==> config.mk <==
export PLATFORM = sky130hd
export DESIGN_NAME = csa9_operand_collector
export DESIGN_NICKNAME = d
export VERILOG_FILES = /design/src/rtl/csa9_operand_collector.sv
export SDC_FILE = /design/constraint.sdc
export NUM_CORES = 1
export LEC_CHECK = 0
export ABC_AREA = 1
export ABC_CLOCK_PERIOD_IN_PS = 2800
export CORE_MARGIN = 2
export CORE_UTILIZATION = 44
export CTS_CLUSTER_DIAMETER = 200
export DETAILED_ROUTE_END_ITERATION = 8
export PLACE_DENSITY = 0.78
export SYNTH_ARGS = -nofsm -noshare
export SYNTH_HDL_FRONTEND = slang
export SYNTH_SLANG_ARGS = --single-unit
==> constraint.sdc <==
create_clock -name clk -period 2.8 [get_ports clk]
set_input_delay 0.28 -clock clk [delete_from_list [all_inputs] [get_ports clk]]
set_output_delay 0.28 -clock clk [all_outputs]
set_load 0.05 [all_outputs]
==> src/rtl/csa9_operand_collector.sv <==
// Operand collector around the nine-operand carry-save adder tree: loads operands
// one per cycle into a register bank, then captures and offers the adder result.
module csa9_operand_collector #(
   parameter int unsigned WIDTH   = 16,
   parameter int unsigned NUM_OPS = 9
) (
   input  logic                       clk,
   input  logic                       rst,
   input  logic                       clear,
   input  logic                       in_valid,
   output logic                       in_ready,
   input  logic [WIDTH-1:0]           in_data,
   output logic [NUM_OPS*WIDTH-1:0]   ops_flat,
   input  logic [19:0]                add_sum,
   input  logic                       add_cout,
   output logic                       res_valid,
   input  logic                       res_ready,
   output logic [20:0]                res_data,
   output logic [3:0]                 count,
   output logic                       err
);

   localparam int unsigned CNT_W = 4;
   localparam int unsigned RES_W = 21;

   typedef enum logic [1:0] {
      LOAD = 2'd0,
      EVAL = 2'd1,
      HOLD = 2'd2
   } state_t;

   state_t               r_state;
   state_t               w_state_nxt;
   logic                 w_accept;
   logic                 w_capture;
   logic                 w_release;
   logic                 r_in_ready;
   logic                 r_res_valid;
   logic [CNT_W-1:0]     r_count;
   logic [RES_W-1:0]     r_res;
   logic                 r_err;
   logic [WIDTH-1:0]     r_slot [NUM_OPS];

   // State register; rst and clear both return to LOAD.
   always_ff @(posedge clk) begin
      if (rst || clear) begin
         r_state <= LOAD;
      end else begin
         r_state <= w_state_nxt;
      end
   end

   // Next-state and handshake decode; clear suppresses every handshake.
   always_comb begin
      w_state_nxt = r_state;
      w_accept    = 1'b0;
      w_capture   = 1'b0;
      w_release   = 1'b0;
      case (r_state)
         LOAD: begin
            if (in_valid) begin
               w_accept = 1'b1;
               if (r_count == CNT_W'(NUM_OPS - 1)) begin
                  w_state_nxt = EVAL;
               end
            end
         end
         EVAL: begin
            w_capture   = 1'b1;
            w_state_nxt = HOLD;
         end
         HOLD: begin
            if (res_ready) begin
               w_release   = 1'b1;
               w_state_nxt = LOAD;
            end
         end
         default: begin
            w_state_nxt = LOAD;
         end
      endcase
      if (rst || clear) begin
         w_state_nxt = LOAD;
         w_accept    = 1'b0;
         w_capture   = 1'b0;
         w_release   = 1'b0;
      end
   end

   // Handshake flags are registered copies of the next-state decode.
   always_ff @(posedge clk) begin
      if (rst || clear) begin
         r_in_ready  <= 1'b1;
         r_res_valid <= 1'b0;
      end else begin
         r_in_ready  <= (w_state_nxt == LOAD);
         r_res_valid <= (w_state_nxt == HOLD);
      end
   end

   // Operand bank, batch counter and result register.
   always_ff @(posedge clk) begin
      if (rst || clear) begin
         r_count <= '0;
         r_res   <= '0;
         for (int k = 0; k < int'(NUM_OPS); k++) begin
            r_slot[k] <= '0;
         end
      end else begin
         if (w_accept) begin
            r_count <= r_count + CNT_W'(1);
            for (int k = 0; k < int'(NUM_OPS); k++) begin
               if (r_count == CNT_W'(k)) begin
                  r_slot[k] <= in_data;
               end
            end
         end else if (w_release) begin
            r_count <= '0;
         end
         if (w_capture) begin
            r_res <= {add_cout, add_sum};
         end
      end
   end

   // Sticky adder-fault flag; clear leaves it alone.
   always_ff @(posedge clk) begin
      if (rst) begin
         r_err <= 1'b0;
      end else if (w_capture && add_cout) begin
         r_err <= 1'b1;
      end
   end

   for (genvar k = 0; k < int'(NUM_OPS); k++) begin : g_flat
      assign ops_flat[k*WIDTH +: WIDTH] = r_slot[k];
   end

   assign in_ready  = r_in_ready;
   assign res_valid = r_res_valid;
   assign res_data  = r_res;
   assign count     = r_count;
   assign err       = r_err;

endmodule

# After elaboration in Yosys (flattened, before gate mapping)
# Memory sizes are Yosys's and may differ from the RTL's.
# Cells that the tools add are included.
[op_classes] n_bitwise=9 addsub=1 reduce_logical=6 muxes=62 eq_ne=11
[ops] cell="$mux W16" n=9
[ops] cell="$mux W1" n=46
[ops] cell="$eq A4 B3 Y1 const B" n=4
[ops] cell="$or A1 B1 Y1" n=9
[ops] cell="$eq A4 B2 Y1 const B" n=2
[ops] cell="$mux W2" n=4
[ops] cell="$mux W4" n=2
[ops] cell="$pmux W2 S3" n=1
[ops] cell="$add A4 B1 Y4 const B" n=1
[ops] cell="$eq A2 B2 Y1 const B" n=2
[ops] cell="$eq A4 B1 Y1 const B" n=1
[ops] cell="$eq A4 B4 Y1 const B" n=1
[ops] cell="$logic_not A2 Y1" n=2
[ops] cell="$logic_not A4 Y1" n=1
[ops] cell="$eq A2 B1 Y1 const B" n=1
[ops] cell="$reduce_bool A2 Y1" n=1
[ops] cell="$logic_and A1 B1 Y1" n=1
[ops] cell="$logic_or A1 B1 Y1" n=1
[word_totals] word_cells=96 mem_count=1 register_bits=30 mem_bits_rw=144 out_inout_bits=172 input_bits=42
[mem_list] name="r_slot" words=9 width=16 rd=9 rd_clocked_by_memory_dff=0 write_ports=9 line="42" text="logic [WIDTH-1:0] r_slot [NUM_OPS];"

# Depth between registers and ports, before layout
[logic_depth] word_depth=7 ltp_mapped=9 depth_no_buf=8

# Worst setup path after synthesis
# No wires, ideal clock.
[synth_path] kind="flip-flop to flip-flop" startpoint="reg r_count[1] (netlist: count[1])" endpoint="mem r_slot[7][0] (netlist: r_slot[0][112]), enable pin" t_arrival_ns=2.272 path_stages_with_launch=4 path_buffers=0 t_required_ns=2.389 synth_period_minus_slack_ns=2.684 path_slack_ns=0.116 path_cell_list="dfxtp_1 ha_1 nand3_1 o21ai_0"
[synth_lines] item="start: declaration" line="39" text="logic [CNT_W-1:0] r_count;"
[synth_lines] item="start signal: assignment" line="111" text="r_count <= r_count + CNT_W'(1);"
[synth_lines] item="end: declaration" line="42"

==> impl_results.md <==
- Post-layout min period: 2.05 ns
- Final hold slack: 0.403 ns
- DR WL/cell: 18.1 µm
- Site Rows: 41
- CP Capture Type: flop
- Starting Density: 45.5%
- Port Buffers: 213
- Achievable Freq: 488 MHz
- Ports: 214
- Largest net degree at the start of global routing: 36
- Tcrit/Tclk final: 73.3%
- CTS root buf: clkbuf_16
- Setup Buffers After CTS: 0
- Number of synthesis warnings: 0
- Worst Path Required: 2.92 ns
- All-Layer GR Usage: 20.4%
- Worst Path Class, Setup: flop to flop
- Critical path buffer and inverter count: 2
- Slowest cell on crit path: dfxtp_1
- Max Cap Viol: 0
- Slew Limit Fails: 0
- Synthesized flop and latch total: 174
- Total Power: 6.43 mW
- Ratio of cells with drive above 1 in the final layout: 12.4%
- Worst path top cell family by delay: simple AND/OR/NAND/NOR gates
- CTS Buf Count: 17
- Worst setup margin: 0.749 ns
- Slew @ Worst Pin: 0.977 ns
- Worst IR Drop VDD: 0.391 mV
- Final core utilization: 69.6%
- Initial DRC count: 253
- Final GP Congestion: 0.783
- Sequential area share after synthesis: 85.0%
- Pre-CTS setup slack: 0.456 ns
- Gr ovfl total: 0
- Die Ht: 119 µm
- RSZ-0062 raised after global routing: false
- Clock transition at the registers of the reported paths: 0.07 ns
- WL final: 14.1 mm
- CTS Sinks: 174
- CP startpoint kind: flop
- Post-Syn Area: 0.00579 mm²
- Post-DR vias/cell: 4.81
- Status: completed
- Syn_area_per_cell: 16.2 µm²
- Pleak: 3.56 nW
- DP HPWL: 9.71 mm
- Cells after synthesis: 357
- Max incr delay on CP: 0.42 ns
- Residual DRC: 0
- CP Cell Sequence: inv_1 -> ha_1 -> nand2_1 -> a21oi_1 -> nor2_1 -> nand3_4 -> nand2_1 -> inv_1
- Initial antenna violation count: 0
- Core area: 0.0127 mm²
- Clock tree buffer depth: 2
- H-tree depth: 4
- Layout Nets: 639
- Vias: 3746
- Syn Nets: 403
- Die W: 119 µm
- Synth cell types: 24
- Final setup violation count: 0
- Worst Skew: 0.0114 ns
- Worst Hold Class: input pin to flop
- Worst-path fanout max: 16
- Vias in the first global route: 3729
- Post-CTS Hold Buffers: 0
- Detail Route Antenna Nets: 0
- Power Density: 726 mW/mm²
- Die ar.: 0.0141 mm²
- TritonCTS clock tree: yes
- Slew margin rel.: 34.8%
- Critical path data arrival time: 2.17 ns
- Synthesis-to-finish area growth: 52.9%
- Total of cells resized after clock tree synthesis: 0
- Fin. Hold Viols: 0
- Setup TNS: 0 ns
- Global-route wire length before repair: 21.4 mm
- Later-pin clock latency in the skew report: 0.42 ns
- Detailed Routing Iterations Pass 1: 4
==> kinds of logic after synthesis <==
| kind of cell | after synthesis | synth area share [%] |
|---|---|---|
| adders and majority gates | 4 | 0.864 |
| xor gates and xnor gates | 1 | 0.151 |
| DFF | 174 | 85.0 |
| and+or+nand+nor | 103 | 8.10 |
| buffers and inverters | 45 | 3.22 |
| AOI/OAI and AO/OA | 30 | 2.64 |
==> where the power goes <==
group | internal [mW] | leakage, nW | total, mW | switching [mW]
clock network | 1.58 | 0.302 | 2.51 | 0.933
registers | 2.94 | 1.85 | 2.99 | 0.0460
logic | 0.284 | 1.42 | 0.928 | 0.645
==> cell usage after synthesis <==
| cell type | number | area [µm²] |
|---|---|---|
| inv_1 | 26 | 97.6 |
| ha_1 | 4 | 50.1 |
| nand3_1 | 16 | 80.1 |
| inv_2 | 11 | 41.3 |
| o21ai_0 | 21 | 105 |
| nor2_4 | 1 | 11.3 |
| xor2_1 | 1 | 8.76 |
| edfxtp_1 | 144 | 4320 |
| nand3_2 | 1 | 10.0 |
| o31ai_1 | 1 | 7.51 |
| o21ai_1 | 2 | 10.0 |
| clkbuf_1 | 5 | 18.8 |
| nand2_1 | 63 | 236 |
| dfxtp_1 | 30 | 601 |
| nor2_1 | 8 | 30.0 |
| buf_2 | 1 | 5.00 |
| buf_1 | 1 | 3.75 |
| a21oi_1 | 6 | 30.0 |
| or2_4 | 1 | 8.76 |
| nand4_1 | 1 | 6.26 |
| buf_12 | 1 | 20.0 |
| nand3_4 | 1 | 17.5 |
| nor2_2 | 1 | 6.26 |
| nand2_2 | 10 | 62.6 |
==> routing by layer <==
| metal | track usage (%) | share of wire, % | wire length (µm) | vias up |
|---|---|---|---|---|
| met5 | 0 | 0 | 0 | - |
| met4 | 5.88 | 1.4 | 197 | 0 |
| met3 | 8.20 | 9.3 | 1310 | 13 |
| met2 | 33.2 | 48 | 6820 | 217 |
| met1 | 25.2 | 41 | 5790 | 1796 |
| li1 | - | - | - | 1720 |
==> tightest hold or removal path: cells and delay by family <==
| kind | cells | cell delay [ns] |
|---|---|---|
| simple gates | 2 | 0.10 |
| buf+inv | 1 | 0.40 |
==> registers in the layout, indices dropped and copies added (netlist names) <==
| name | flops |
|---|---|
| r_slot | 144 |
| res_data | 21 |
| count | 4 |
| r_state | 2 |
| err | 1 |
| in_ready | 1 |
| res_valid | 1 |
==> cell type report <==
class	instances	area (µm²)
sequential	174	4920
fill	861	3870
timing repair buffer	225	2220
multi-input combinational	138	711
clock buffer	17	425
clock inverter	14	215
tap	172	215
inverter	37	139
antenna	1	2.50
==> placed cells by master (no fill, tap or decap), types with 2 or more instances in the layout <==
master / synthesis / layout
clkinvlp_4: 0 / 2
inv_1: 26 / 26
clkinv_1: 0 / 2
nor2_1: 8 / 8
bufinv_16: 0 / 5
nand3_1: 16 / 16
a21oi_1: 6 / 6
nand2_1: 63 / 63
ha_1: 4 / 4
clkbuf_16: 0 / 17
buf_4: 0 / 12
edfxtp_1: 144 / 144
clkinv_4: 0 / 2
nand2_2: 10 / 10
inv_2: 11 / 11
dfxtp_1: 30 / 30
o21ai_0: 21 / 13
o21ai_2: 0 / 8
clkdlybuf4s50_1: 0 / 213
o21ai_1: 2 / 2
==> path summary, 6_finish.rpt <==
| path | end | cells after the start | slack (ns) | start |
|---|---|---|---|---|
| max | r_slot[0][2]$_DFFE_PP_ | 8 | 0.75 | count[0]$_SDFFE_PP0P_ |
| max reg2reg | r_slot[0][2]$_DFFE_PP_ | 8 | 0.75 | count[0]$_SDFFE_PP0P_ |
| min | res_data[3]$_SDFFE_PP0P_ | 3 | 0.40 | add_sum[3] |
| min reg2reg | err$_SDFFE_PP0P_ | 2 | 0.47 | err$_SDFFE_PP0P_ |
==> metrics by stage <==
step           area [µm²]  std cells
2_1_floorplan        5790        357
3_3_place_gp         8210        746
3_5_place_dp         8210        746
4_1_cts              8850        777
5_1_grt              8850        777
6_report             8850        778
No activity file was read; power rests on OpenSTA's default activity.
